[src/rtl/regfile_wb_arbiter.sv]
// regfile_wb_arbiter: round-robin arbiter sharing one register-file write
// port between NREQ writeback requesters (valid/ready handshake), with a
// registered write port.
// Optional pending-write scoreboard enabled by `define REGFILE_ARB_SCOREBOARD_EN;
// without it qbusy1/qbusy2 are tied low and the scoreboard inputs are ignored.

module regfile_wb_arbiter #(
   parameter int NREQ = 2,
   parameter int AW   = 5,
   parameter int DW   = 32,
   parameter int NREG = 32
) (
   input  logic             clk,
   input  logic             rst,
   input  logic [NREQ-1:0]    req_valid,
   output logic [NREQ-1:0]    req_ready,
   input  logic [NREQ*AW-1:0] req_waddr,
   input  logic [NREQ*DW-1:0] req_wdata,
   output logic             we,
   output logic [AW-1:0]    waddr,
   output logic [DW-1:0]    wdata,
   output logic [1:0]       gnt_id,
   input  logic             rsv_valid,
   input  logic [AW-1:0]    rsv_addr,
   input  logic [AW-1:0]    qaddr1,
   input  logic [AW-1:0]    qaddr2,
   output logic             qbusy1,
   output logic             qbusy2
);

   logic [1:0]    ptr_q, ptr_d;
   logic          we_q;
   logic [AW-1:0] waddr_q;
   logic [DW-1:0] wdata_q;
   logic [1:0]    gnt_q;

   logic [3:0]    valid_pad;
   logic [3:0]    gnt_oh;
   logic [1:0]    gnt_idx;
   logic          xfer;
   logic [AW-1:0] sel_addr;
   logic [DW-1:0] sel_data;

   assign valid_pad = 4'(req_valid);

   // Round-robin scan starting at ptr_q; first valid requester wins.
   always_comb begin
      logic       found;
      logic [2:0] idx;
      gnt_oh  = '0;
      gnt_idx = '0;
      found   = 1'b0;
      idx     = '0;
      for (int k = 0; k < NREQ; k++) begin
         idx = {1'b0, ptr_q} + 3'(k);
         if (idx >= 3'(NREQ)) idx = idx - 3'(NREQ);
         if (!found && valid_pad[idx[1:0]]) begin
            found               = 1'b1;
            gnt_oh[idx[1:0]]    = 1'b1;
            gnt_idx             = idx[1:0];
         end
      end
   end

   assign req_ready = rst ? '0 : gnt_oh[NREQ-1:0];
   assign xfer      = |(req_valid & req_ready);

   // Select the granted requester's address and data.
   always_comb begin
      sel_addr = '0;
      sel_data = '0;
      for (int i = 0; i < NREQ; i++) begin
         if (gnt_oh[i]) begin
            sel_addr = req_waddr[i*AW +: AW];
            sel_data = req_wdata[i*DW +: DW];
         end
      end
   end

   // Pointer moves past the requester that just transferred.
   always_comb begin
      ptr_d = ptr_q;
      if (xfer) ptr_d = (int'(gnt_idx) + 1 >= NREQ) ? 2'd0 : gnt_idx + 2'd1;
   end

   // Registered write port; address 0 updates addr/data but never writes.
   always_ff @(posedge clk or posedge rst) begin
      if (rst) begin
         ptr_q   <= '0;
         we_q    <= 1'b0;
         waddr_q <= '0;
         wdata_q <= '0;
         gnt_q   <= '0;
      end else begin
         ptr_q <= ptr_d;
         we_q  <= xfer && (sel_addr != '0);
         if (xfer) begin
            waddr_q <= sel_addr;
            wdata_q <= sel_data;
            gnt_q   <= gnt_idx;
         end
      end
   end

   assign we     = we_q;
   assign waddr  = waddr_q;
   assign wdata  = wdata_q;
   assign gnt_id = gnt_q;

`ifdef REGFILE_ARB_SCOREBOARD_EN
   logic [NREG-1:0] busy_q, busy_d;

   // Release on accepted write, then reserve, so a same-edge reserve wins.
   always_comb begin
      busy_d = busy_q;
      if (xfer && sel_addr != '0) busy_d[sel_addr] = 1'b0;
      if (rsv_valid && rsv_addr != '0) busy_d[rsv_addr] = 1'b1;
      busy_d[0] = 1'b0;
   end

   // Busy bit storage.
   always_ff @(posedge clk or posedge rst) begin
      if (rst) busy_q <= '0;
      else     busy_q <= busy_d;
   end

   assign qbusy1 = rst ? 1'b0 : busy_q[qaddr1];
   assign qbusy2 = rst ? 1'b0 : busy_q[qaddr2];
`else
   logic unused_sb;
   assign unused_sb = ^{rsv_valid, rsv_addr, qaddr1, qaddr2};
   assign qbusy1    = 1'b0;
   assign qbusy2    = 1'b0;
`endif

endmodule

[config.mk]
export PLATFORM = sky130hd
export DESIGN_NAME = regfile_wb_arbiter
export DESIGN_NICKNAME = d
export VERILOG_FILES = /design/src/rtl/regfile_wb_arbiter.sv
export SDC_FILE = /design/constraint.sdc
export NUM_CORES = 1
export LEC_CHECK = 0
export ABC_AREA = 1
export BUFFER_PORTS_ARGS = -buffer_cell sky130_fd_sc_hd__buf_2
export CAP_MARGIN = 20
export CORE_MARGIN = 8
export CORE_UTILIZATION = 45
export DETAILED_ROUTE_END_ITERATION = 8
export PLACE_DENSITY = 0.85
export SLEW_MARGIN = 10
export SYNTH_ARGS = -nofsm -noshare
export SYNTH_HDL_FRONTEND = slang
export SYNTH_SLANG_ARGS = --single-unit
[constraint.sdc]
create_clock -name clk -period 3 [get_ports clk]
set_clock_uncertainty 0.05 [all_clocks]
set_input_delay 0.6 -clock clk [delete_from_list [all_inputs] [get_ports clk]]
set_output_delay 0.6 -clock clk [all_outputs]
set_load 0.01 [all_outputs]
==> results of run 1 <==
[final cells by class]
type / instances / area share (%)
sequential: 42 / 38.3
clock buffer: 7 / 3.15
inverter: 11 / 1.78
clock inverter: 1 / 0.182
tap: 52 / 2.37
multi-input combinational: 145 / 31.5
timing repair buffer: 121 / 22.7
[power by group through the flow]
stage	Combinational [µW]	Clock (µW)	Sequential, µW
after floorplan	354	0	872
after global placement	664	0	790
after detailed placement	680	0	797
after CTS	681	383	787
after global routing	743	407	808
final	664	365	787
[placed cells by master (no fill, tap or decap), types with 2 or more instances in the layout]
master / instances
o21ai_2: 20
nand2_4: 5
ha_1: 2
clkbuf_8: 6
buf_2: 119
a22oi_1: 32
nand3_1: 3
o21ai_1: 15
nor2_1: 8
conb_1: 4
dfrtp_1: 42
inv_1: 8
a31oi_1: 4
nand2_1: 48
[worst max-delay path, delay by kind of cell]
| family | cells | cell delay (ns) |
|---|---|---|
| buf+inv | 4 | 0.40 |
| simple gates | 3 | 0.53 |
[cell families after synthesis]
| logic type | after synthesis | synth area share (%) |
|---|---|---|
| AO/OA/AOI/OAI | 73 | 25.3 |
| adder cells (fa/ha/maj) | 2 | 1.20 |
| buffers and inverters | 27 | 8.36 |
| flip-flops | 42 | 50.5 |
| other | 2 | 0.361 |
| AND/OR/NAND/NOR | 66 | 14.3 |
[worst max-delay path by stage]
stage               depth (start not counted)                  from                    end  slack [ns]
finish                                      7          req_valid[1]           req_ready[0]        0.83
global route                                6  ptr_q[0]$_DFFE_PP0P_           req_ready[0]        0.71
CTS                                         7          req_valid[1]           req_ready[0]        0.82
detailed placement                          9          req_valid[1]  wdata[15]$_DFFE_PP0P_        0.73
global placement                            9          req_valid[1]   wdata[2]$_DFFE_PP0P_        0.78
floorplan                                   3                   rst           req_ready[1]        0.98
[through the flow]
| stage | instance area (µm²) | std cells |
|---|---|---|
| 5_1_grt | 2740 | 379 |
| 3_3_place_gp | 2650 | 371 |
| 6_report | 2740 | 379 |
| 4_1_cts | 2740 | 379 |
| 3_5_place_dp | 2650 | 371 |
| 2_1_floorplan | 2090 | 214 |
[registers in the layout, indices dropped and copies added (netlist names)]
register and count:
gnt_id 2, ptr_q 2, waddr 5, wdata 32
we 1
[layer usage]
layer / vias up / track usage, %
met5: - / 0
met4: 0 / 3.30
met3: 6 / 7.23
met2: 64 / 27.4
met1: 834 / 16.3
li1: 966 / -
==> metrics.txt, run 1 <==
# TYPE chip_impl_metric gauge
chip_impl_metric{name="drt-total-wl",unit="mm"} 5.48
chip_impl_metric{name="design.final.nets",unit=""} 422
chip_impl_metric{name="wl_per_cell",unit="µm"} 14.5
chip_impl_metric{name="antenna_cells",unit=""} 0
chip_impl_metric{name="final-max-slew-violation-count",unit=""} 0
chip_impl_info{name="tritoncts",value="yes"} 1
chip_impl_info{name="crit_chain",value="buf_2, inv_1, nand3_2, nand2_4, nand2_4, inv_1, buf_2"} 1
chip_impl_metric{name="cts.repair_timing.setup_buffer_count",unit=""} 0
chip_impl_metric{name="hold_violations",unit=""} 0
chip_impl_metric{name="cts_made_buffers",unit=""} 5
chip_impl_metric{name="reg2reg_slack",unit="ns"} 1.09
chip_impl_metric{name="p_leak",unit="µW"} 0.00149
chip_impl_info{name="setup.worst_path.start_class",value="input pin"} 1
chip_impl_metric{name="start_util",unit="%"} 47.1
chip_impl_metric{name="cellInternalPower",unit="µW"} 1170
chip_impl_metric{name="post-route-period-util",unit="%"} 72.2
chip_impl_metric{name="hold_ws",unit="ns"} 0.138
chip_impl_metric{name="synthCells",unit=""} 212
chip_impl_metric{name="layout_setup_ws",unit="ns"} 0.833
chip_impl_metric{name="timing.final.crit_period",unit="ns"} 2.17
chip_impl_metric{name="worst-slew-pin-transition",unit="ns"} 0.518
chip_impl_metric{name="global_route.usage.total",unit="%"} 15.5
chip_impl_metric{name="r2r_cells",unit=""} 9
chip_impl_metric{name="drt_pre_antenna_iters",unit=""} 4
chip_impl_metric{name="max_freq",unit="MHz"} 461
chip_impl_metric{name="clock_insertion_delay_worst_skew",unit="ns"} 0.29
chip_impl_info{name="synth_top_area_cell",value="dfrtp_1"} 1
chip_impl_metric{name="p_comb_share",unit="%"} 36.6
chip_impl_metric{name="core.rowCount",unit=""} 24
chip_impl_info{name="worstReg2RegStart",value="ptr_q[0]$_DFFE_PP0P_"} 1
chip_impl_metric{name="synth_area",unit="µm²"} 2080
chip_impl_info{name="setup_repair_after_global_routing_missed_its_margin",value="no"} 1
chip_impl_metric{name="post-route-util",unit="%"} 62.1
chip_impl_metric{name="met3_wirelength",unit="µm"} 466
chip_impl_metric{name="synth_sequential_area_ratio",unit="%"} 50.5
chip_impl_info{name="critical_path.endpoint_type",value="output pin"} 1
chip_impl_info{name="highest_layer",value="met4"} 1
chip_impl_metric{name="clock_tree.htree_level_count",unit=""} 2
chip_impl_metric{name="hold_buffers",unit=""} 0
chip_impl_metric{name="synth_enable_flop_cells",unit=""} 0
chip_impl_metric{name="total_gr_overflow",unit=""} 0
chip_impl_metric{name="setup_tns_final",unit="ns"} 0
chip_impl_info{name="yosys.cell_count.top_type",value="nand2_1"} 1
chip_impl_metric{name="port_buffers",unit=""} 119
chip_impl_info{name="timing_worst_setup_path_type",value="in2out"} 1
chip_impl_metric{name="switchingPower",unit="µW"} 642
chip_impl_metric{name="grt_pass1_wl",unit="mm"} 9.11
chip_impl_metric{name="routabilityCongestion",unit=""} 0.719
chip_impl_metric{name="tightest_slew_margin_relative_to_the_limit",unit="%"} 65.5
chip_impl_metric{name="sw_ratio",unit="%"} 35.4
chip_impl_metric{name="timing.critical_path.fanout_max",unit=""} 37
chip_impl_metric{name="core",unit="µm²"} 4410
chip_impl_metric{name="drt_first_iter_violations",unit=""} 83
chip_impl_metric{name="met2_length",unit="mm"} 2.73
chip_impl_metric{name="design.die.area",unit="µm²"} 7060
chip_impl_info{name="clock_tree.root_cell",value="clkbuf_8"} 1
chip_impl_metric{name="wl_met1",unit="mm"} 2.24
chip_impl_info{name="yosys-top-cells-area",value="dfrtp_1, a22oi_1, nand2_1"} 1
chip_impl_metric{name="post_cts_resize_count",unit=""} 0
chip_impl_metric{name="drc_errors",unit=""} 0
chip_impl_metric{name="power-per-cell-area",unit="nW/µm²"} 662
chip_impl_metric{name="route.vias.total",unit=""} 1870
chip_impl_metric{name="ioPinCount",unit=""} 138
chip_impl_metric{name="setup_viol",unit=""} 0
chip_impl_metric{name="arrival",unit="ns"} 1.52
chip_impl_metric{name="place_ws",unit="ns"} 0.735
chip_impl_metric{name="synth.top_cell.area_share",unit="%"} 50.5
chip_impl_metric{name="register_area",unit="µm²"} 1050
chip_impl_metric{name="detailedPlacementHpwl",unit="mm"} 4.16
chip_impl_info{name="worst_min_delay_path_category",value="in2async"} 1
chip_impl_metric{name="detailed_route_vias_per_instance",unit=""} 4.93
chip_impl_metric{name="clock_tree.buffer_depth",unit=""} 2
chip_impl_metric{name="die_w",unit="µm"} 84
chip_impl_metric{name="ant_nets",unit=""} 0
chip_impl_metric{name="clk_pin_slew_worst_paths",unit="ns"} 0.07
chip_impl_info{name="run_status",value="complete, no violations"} 1
chip_impl_metric{name="yosys_warning_count",unit=""} 0
chip_impl_metric{name="synth_area_per_cell",unit="µm²"} 9.81
chip_impl_metric{name="yosys_register_bits",unit=""} 42
chip_impl_metric{name="synthDistinctLibCells",unit=""} 25
chip_impl_metric{name="share_clk_of_total_power",unit="%"} 20.1
chip_impl_metric{name="worst_ep_required_time",unit="ns"} 2.35
chip_impl_metric{name="fin_total_pwr",unit="µW"} 1820
chip_impl_metric{name="seqPwrFrac",unit="%"} 43.3
chip_impl_metric{name="number_of_global_route_vias_before_repair",unit=""} 1945
chip_impl_metric{name="delay_of_the_slowest_critical_path_stage",unit="ns"} 0.33
chip_impl_info{name="timing.critical_path.slowest_stage_cell",value="nand2_4"} 1
chip_impl_metric{name="synthArstFlopShare",unit="%"} 100
chip_impl_metric{name="clock_sink_count",unit=""} 42
chip_impl_info{name="synth_flop_cell",value="dfrtp_1"} 1
chip_impl_metric{name="fillCellCount",unit=""} 403
chip_impl_metric{name="ir_worst_vdd",unit="V"} 0.000303
chip_impl_metric{name="drv.max_cap_violation_count",unit=""} 0
chip_impl_info{name="ys_top_cells_by_count",value="nand2_1, dfrtp_1, a22oi_1, o21ai_2, o21ai_1"} 1
chip_impl_metric{name="grt_start_max_net_pins",unit=""} 45
chip_impl_metric{name="grt_antenna_before_repair",unit=""} 0
chip_impl_metric{name="die-height",unit="µm"} 84
chip_impl_metric{name="area_growth_from_synthesis_to_layout",unit="%"} 31.8
chip_impl_info{name="timing.rr.end",value="wdata[2]$_DFFE_PP0P_"} 1
chip_impl_metric{name="multi_input_area",unit="µm²"} 863
chip_impl_metric{name="fraction_of_layout_instances_using_a_drive_strength_above_1",unit="%"} 48.3
Note: power is estimated with default switching activity, not from simulation.
==> inputs of run 2 (changes only) <==
CORE_UTILIZATION = 38   (was 45)
PLACE_DENSITY = 0.77   (was 0.85)
clock period = 1.8 ns   (was 3 ns; I/O delays follow)
==> metrics.txt, run 2 (synthesized netlist as in run 1, its figures left out) <==
# TYPE chip_impl_metric gauge
chip_impl_metric{name="globalRouteMet2Util",unit="%"} 23.6
chip_impl_metric{name="fraction_of_layout_instances_using_a_drive_strength_above_1",unit="%"} 49.2
chip_impl_info{name="worstReg2RegStart",value="ptr_q[0]$_DFFE_PP0P_"} 1
chip_impl_info{name="grt.busiest_layer",value="met2"} 1
chip_impl_info{name="critPathCapture",value="req_ready[1]"} 1
chip_impl_metric{name="drv.max_cap_violation_count",unit=""} 0
chip_impl_metric{name="global_route.usage.total",unit="%"} 13.6
chip_impl_metric{name="post-route-period-util",unit="%"} 94.0
chip_impl_info{name="clock_tree.root_cell",value="clkbuf_8"} 1
chip_impl_metric{name="port_buffers",unit=""} 119
chip_impl_metric{name="grt_pass1_wl",unit="mm"} 9.24
chip_impl_info{name="timing.critical_path.from",value="ptr_q[0]$_DFFE_PP0P_"} 1
chip_impl_metric{name="drt_pre_antenna_iters",unit=""} 4
chip_impl_info{name="final_common_cell",value="buf_2"} 1
chip_impl_metric{name="clock_insertion_delay_worst_skew",unit="ns"} 0.29
chip_impl_metric{name="clock_tree.htree_level_count",unit=""} 2
chip_impl_info{name="final_cell_mix",value="buf_2, nand2_1, dfrtp_1, a22oi_1, o21ai_2"} 1
chip_impl_info{name="critical_path.endpoint_type",value="output pin"} 1
chip_impl_metric{name="drt_first_iter_violations",unit=""} 79
chip_impl_metric{name="die_w",unit="µm"} 90.0
chip_impl_metric{name="hold_violations",unit=""} 0
chip_impl_info{name="tritoncts",value="yes"} 1
chip_impl_metric{name="timing.final.crit_period",unit="ns"} 1.69
chip_impl_metric{name="worst_ep_required_time",unit="ns"} 1.39
chip_impl_metric{name="routabilityCongestion",unit=""} 0.746
chip_impl_metric{name="setup_tns_final",unit="ns"} 0
chip_impl_info{name="run_status",value="complete, no violations"} 1
chip_impl_metric{name="drc_errors",unit=""} 0
chip_impl_metric{name="cts_made_buffers",unit=""} 5
chip_impl_metric{name="ant_nets",unit=""} 0
chip_impl_metric{name="reg2reg_slack",unit="ns"} 0.27
chip_impl_metric{name="core",unit="µm²"} 5410
chip_impl_metric{name="total_gr_overflow",unit=""} 0
chip_impl_metric{name="route.vias.total",unit=""} 1919
chip_impl_metric{name="ioPinCount",unit=""} 138
chip_impl_metric{name="setup_viol",unit=""} 0
chip_impl_metric{name="r2r_cells",unit=""} 10
chip_impl_metric{name="power-per-cell-area",unit="nW/µm²"} 1090
chip_impl_info{name="timing.rr.end",value="wdata[2]$_DFFE_PP0P_"} 1
chip_impl_metric{name="timing.critical_path.fanout_max",unit=""} 20
chip_impl_metric{name="die-height",unit="µm"} 90.0
chip_impl_metric{name="design.final.nets",unit=""} 428
chip_impl_metric{name="grt_start_max_net_pins",unit=""} 36
chip_impl_metric{name="largest_register_ff_count",unit=""} 32
chip_impl_info{name="setup_repair_after_global_routing_missed_its_margin",value="no"} 1
chip_impl_metric{name="use_met1",unit="%"} 14.9
chip_impl_metric{name="start_util",unit="%"} 38.5
chip_impl_metric{name="antenna_cells",unit=""} 0
chip_impl_metric{name="drt-total-wl",unit="mm"} 5.48
chip_impl_metric{name="max_freq",unit="MHz"} 591
chip_impl_info{name="worst_min_delay_path_category",value="in2async"} 1
chip_impl_metric{name="ir_worst_vdd",unit="V"} 0.000616
chip_impl_info{name="setup.worst_path.start_class",value="register"} 1
chip_impl_metric{name="fillCellCount",unit=""} 494
chip_impl_metric{name="grt_met3_usage",unit="%"} 5.65
chip_impl_metric{name="final_standard_cell_area_without_fillers",unit="µm²"} 2830
chip_impl_metric{name="wl_per_cell",unit="µm"} 13.5
chip_impl_metric{name="detailedPlacementHpwl",unit="mm"} 4.36
chip_impl_metric{name="p_leak",unit="µW"} 0.00153
chip_impl_metric{name="core.rowCount",unit=""} 27
chip_impl_metric{name="clk_pin_slew_worst_paths",unit="ns"} 0.08
chip_impl_metric{name="hold_buffers",unit=""} 0
chip_impl_metric{name="design.die.area",unit="µm²"} 8100
chip_impl_metric{name="final-max-slew-violation-count",unit=""} 0
chip_impl_metric{name="clock_tree.buffer_depth",unit=""} 2
chip_impl_info{name="timing_worst_setup_path_type",value="reg2out"} 1
chip_impl_metric{name="arrival",unit="ns"} 1.28
chip_impl_metric{name="detailed_place.area",unit="µm²"} 2730
chip_impl_metric{name="clock_sink_count",unit=""} 42
chip_impl_metric{name="grt_antenna_before_repair",unit=""} 0
chip_impl_metric{name="detailed_route_vias_per_instance",unit=""} 4.74
chip_impl_metric{name="area_growth_from_synthesis_to_layout",unit="%"} 35.9
chip_impl_metric{name="number_of_global_route_vias_before_repair",unit=""} 2021
==> run 2: changes by cell type in the layout (fill, tap and decap cells not counted), sizes merged <==
cell / before / now
buf: 121 / 127
==> run 2: worst max-delay path, stage by stage (launching register included) <==
cell	delay (ns)
dfrtp_1	0.38
inv_1	0.09
nand2_2	0.09
nand2_4	0.11
inv_8	0.07
nand2_4	0.08
inv_1	0.04
buf_2	0.13
==> run 2: layout make-up <==
type	instances	area [µm²]	share of cell area (%)
Sequential cell	42	1050	37.2
Multi-Input combinational cell	145	863	30.5
Inverter	11	51.3	1.81
Timing Repair Buffer	127	681	24.1
Tap cell	72	90.1	3.19
Clock inverter	1	5.00	0.177
Clock buffer	7	86.3	3.05
==> run 2: routing by layer <==
metal,vias to the layer above,share of wire [%]
met1,863,41
met2,70,49
met3,7,8.0
li1,979,-
met5,-,0
met4,0,1.2
==> run 2: through the flow <==
step           hold slack, ns  std cells  total power, µW  worst slack (ns)  utilization (%)
2_1_floorplan           0.344        214             2040            0.0691                -
4_1_cts                 0.147        404             3130            0.0617             52.1
3_5_place_dp            0.412        396             2490             0.126             50.4
6_report                0.149        405             3070             0.109             52.3
5_1_grt                 0.167        405             3310            0.0219             52.3
3_3_place_gp            0.409        396             2460             0.142             50.4
==> run 2: power by group <==
group	internal [µW]	switching, µW	total [µW]
combinational	486	655	1140
sequential	1190	121	1310
clock	310	307	616
total	1990	1080	3070
==> run 2: timing repair <==
item | in CTS | in global routing
resized for setup | 0 | 1
setup buffers | 0 | 1
endpoints found under the setup margin | 0 | 1
==> run 2: worst min-delay path by stage <==
stage	from	to	slack (ns)	depth (start not counted)
after floorplan	rst	gnt_id[0]$_DFFE_PP0P_	0.34	1
after global placement	wdata[8]$_DFFE_PP0P_	wdata[8]$_DFFE_PP0P_	0.41	2
after detailed placement	wdata[8]$_DFFE_PP0P_	wdata[8]$_DFFE_PP0P_	0.41	2
after CTS	rst	wdata[22]$_DFFE_PP0P_	0.15	3
after global routing	rst	waddr[3]$_DFFE_PP0P_	0.17	3
final	rst	wdata[22]$_DFFE_PP0P_	0.15	3
==> inputs of run 3 (changes only) <==
CAP_MARGIN = 5   (was 20)
CORE_MARGIN = unset   (was 8)
RECOVER_POWER = 50   (was unset)
==> metrics.txt, run 3 (synthesized netlist as in run 1, its figures left out) <==
# TYPE chip_impl_metric gauge
chip_impl_info{name="setup_repair_after_global_routing_missed_its_margin",value="no"} 1
chip_impl_metric{name="ant_nets",unit=""} 0
chip_impl_metric{name="grt_antenna_before_repair",unit=""} 0
chip_impl_info{name="final_cell_mix",value="buf_2, nand2_1, dfrtp_1, a22oi_1"} 1
chip_impl_metric{name="clock_tree.htree_level_count",unit=""} 2
chip_impl_info{name="crit_top_cell",value="nand2_4"} 1
chip_impl_info{name="clock_tree.root_cell",value="clkbuf_8"} 1
chip_impl_info{name="setup.worst_path.start_class",value="register"} 1
chip_impl_metric{name="global_route.usage.total",unit="%"} 17.9
chip_impl_metric{name="die-height",unit="µm"} 76.0
chip_impl_metric{name="grt_pass1_wl",unit="mm"} 8.38
chip_impl_info{name="critical_path.endpoint_type",value="output pin"} 1
chip_impl_metric{name="ioPinCount",unit=""} 138
chip_impl_info{name="timing_worst_setup_path_type",value="reg2out"} 1
chip_impl_metric{name="fillCellCount",unit=""} 492
chip_impl_metric{name="die_w",unit="µm"} 76.0
chip_impl_metric{name="routabilityCongestion",unit=""} 0.727
chip_impl_metric{name="fraction_of_layout_instances_using_a_drive_strength_above_1",unit="%"} 43.8
chip_impl_metric{name="setup_viol",unit=""} 0
chip_impl_metric{name="core",unit="µm²"} 5200
chip_impl_metric{name="antenna_cells",unit=""} 0
chip_impl_info{name="tritoncts",value="yes"} 1
chip_impl_metric{name="p_leak",unit="µW"} 0.00146
chip_impl_metric{name="tightest_slew_margin_relative_to_the_limit",unit="%"} 47.0
chip_impl_metric{name="port_buffers",unit=""} 119
chip_impl_metric{name="worst-slew-pin-transition",unit="ns"} 0.794
chip_impl_metric{name="clock_tree.buffer_depth",unit=""} 2
chip_impl_info{name="run_status",value="complete, no violations"} 1
chip_impl_metric{name="timing.critical_path.fanout_max",unit=""} 20
chip_impl_metric{name="total_gr_overflow",unit=""} 0
chip_impl_metric{name="final-max-slew-violation-count",unit=""} 0
chip_impl_metric{name="drt_pre_antenna_iters",unit=""} 4
chip_impl_metric{name="design.die.area",unit="µm²"} 5780
chip_impl_metric{name="ir_worst_vdd",unit="V"} 0.000464
chip_impl_metric{name="detailed_route_vias_per_instance",unit=""} 4.79
chip_impl_metric{name="largest_register_ff_count",unit=""} 32
chip_impl_metric{name="delay_of_the_slowest_critical_path_stage",unit="ns"} 0.39
chip_impl_metric{name="clock_sink_count",unit=""} 42
chip_impl_metric{name="grt_start_max_net_pins",unit=""} 33
chip_impl_metric{name="drv.max_cap_violation_count",unit=""} 0
chip_impl_metric{name="max_freq",unit="MHz"} 590
chip_impl_metric{name="setup_tns_final",unit="ns"} 0
chip_impl_metric{name="detailedPlacementHpwl",unit="mm"} 3.62
chip_impl_metric{name="r2r_cells",unit=""} 10
chip_impl_info{name="crit_chain",value="inv_2, nand2_2, nand2_4, inv_8, nand2_4, inv_1, buf_2"} 1
chip_impl_metric{name="worst_ep_required_time",unit="ns"} 1.39
chip_impl_info{name="worstReg2RegStart",value="ptr_q[0]$_DFFE_PP0P_"} 1
chip_impl_metric{name="drc_errors",unit=""} 0
chip_impl_info{name="timing.rr.end",value="wdata[25]$_DFFE_PP0P_"} 1
chip_impl_metric{name="route.vias.total",unit=""} 1932
chip_impl_metric{name="hold_violations",unit=""} 0
chip_impl_metric{name="cts_made_buffers",unit=""} 5
chip_impl_metric{name="post-route-period-util",unit="%"} 94.1
chip_impl_metric{name="area_growth_from_synthesis_to_layout",unit="%"} 34.6
chip_impl_info{name="final_common_cell",value="buf_2"} 1
chip_impl_metric{name="wl_per_cell",unit="µm"} 11.9
chip_impl_metric{name="arrival",unit="ns"} 1.28
chip_impl_metric{name="power-per-cell-area",unit="nW/µm²"} 1080
chip_impl_info{name="worst_min_delay_path_category",value="in2async"} 1
chip_impl_metric{name="core.rowCount",unit=""} 26
chip_impl_metric{name="post-route-util",unit="%"} 53.8
chip_impl_metric{name="clock_insertion_delay_worst_skew",unit="ns"} 0.28
chip_impl_metric{name="drt-total-wl",unit="mm"} 4.78
chip_impl_info{name="timing.critical_path.slowest_stage_cell",value="dfrtp_1"} 1
chip_impl_metric{name="clk_pin_slew_worst_paths",unit="ns"} 0.08
chip_impl_metric{name="drt_first_iter_violations",unit=""} 87
chip_impl_metric{name="reg2reg_slack",unit="ns"} 0.25
chip_impl_metric{name="start_util",unit="%"} 40.0
chip_impl_metric{name="timing.final.crit_period",unit="ns"} 1.69
chip_impl_metric{name="design.final.nets",unit=""} 430
chip_impl_metric{name="number_of_global_route_vias_before_repair",unit=""} 1889
## run 3: cell types whose count changed in the layout (fill, tap and decap cells not counted)
cell	delta
inv_1	-1
inv_2	+1
clkinv_2	-1
clkbuf_1	+19
clkbuf_2	+1
buf_2	-19
## run 3: critical path, delay by kind of cell (launching register included)
family,cells,cell delay [ns]
buf+inv,4,0.30
flops,1,0.39
simple gates,3,0.29
## run 3: per-stage QoR
step,instance area [µm²],setup WS [ns],total power [µW],hold WS (ns),cells
finish,2800,0.106,3010,0.212,403
floorplan,2090,0.0691,2040,0.344,214
detailed placement,2740,0.183,2480,0.410,396
CTS,2820,0.0532,3080,0.0918,402
global route,2800,0.000516,3250,0.276,403
global placement,2740,0.208,2450,0.402,396
## run 3: metal layers
| metal | wire length (µm) | up-vias | GRT usage, % |
|---|---|---|---|
| met4 | 14 | 0 | 4.62 |
| met5 | 0 | - | 0 |
| met3 | 256 | 2 | 4.91 |
| li1 | - | 972 | - |
| met1 | 2150 | 888 | 20.4 |
| met2 | 2360 | 70 | 32.9 |
## run 3: where the power goes
group,total [µW],switching [µW],leakage [µW],internal [µW]
clock,584,288,0.0000431,296
sequential,1320,129,0.000529,1190
combinational,1110,645,0.000892,461
total,3010,1060,0.00146,1950
## run 3: worst max-delay path by stage
stage                    startpoint                    end  slack, ns  cells after the start
3_5_place_dp           req_valid[0]           we$_DFF_PP0_       0.18                     11
2_1_floorplan                   rst  wdata[22]$_DFFE_PP0P_       0.07                      8
6_report       ptr_q[0]$_DFFE_PP0P_           req_ready[1]       0.11                      7
3_3_place_gp           req_valid[0]  wdata[22]$_DFFE_PP0P_       0.21                     10
5_1_grt        ptr_q[0]$_DFFE_PP0P_           req_ready[1]     0.0005                      7
4_1_cts        ptr_q[0]$_DFFE_PP0P_           req_ready[1]       0.05                      7
## run 3: cell type report
type	instances	area (µm²)	area share, %
Sequential cell	42	1050	37.5
Multi-Input combinational cell	145	863	30.8
Timing Repair Buffer	129	666	23.8
Tap cell	70	87.6	3.13
Clock buffer	6	82.6	2.95
Inverter	11	51.3	1.83
## run 3: timing repair
| item | CTS | global route |
|---|---|---|
| buffers inserted | 0 | 1 |
| setup endpoints to repair | 0 | 1 |
| resized for setup | 0 | 2 |
| hold buffers | 0 | 0 |
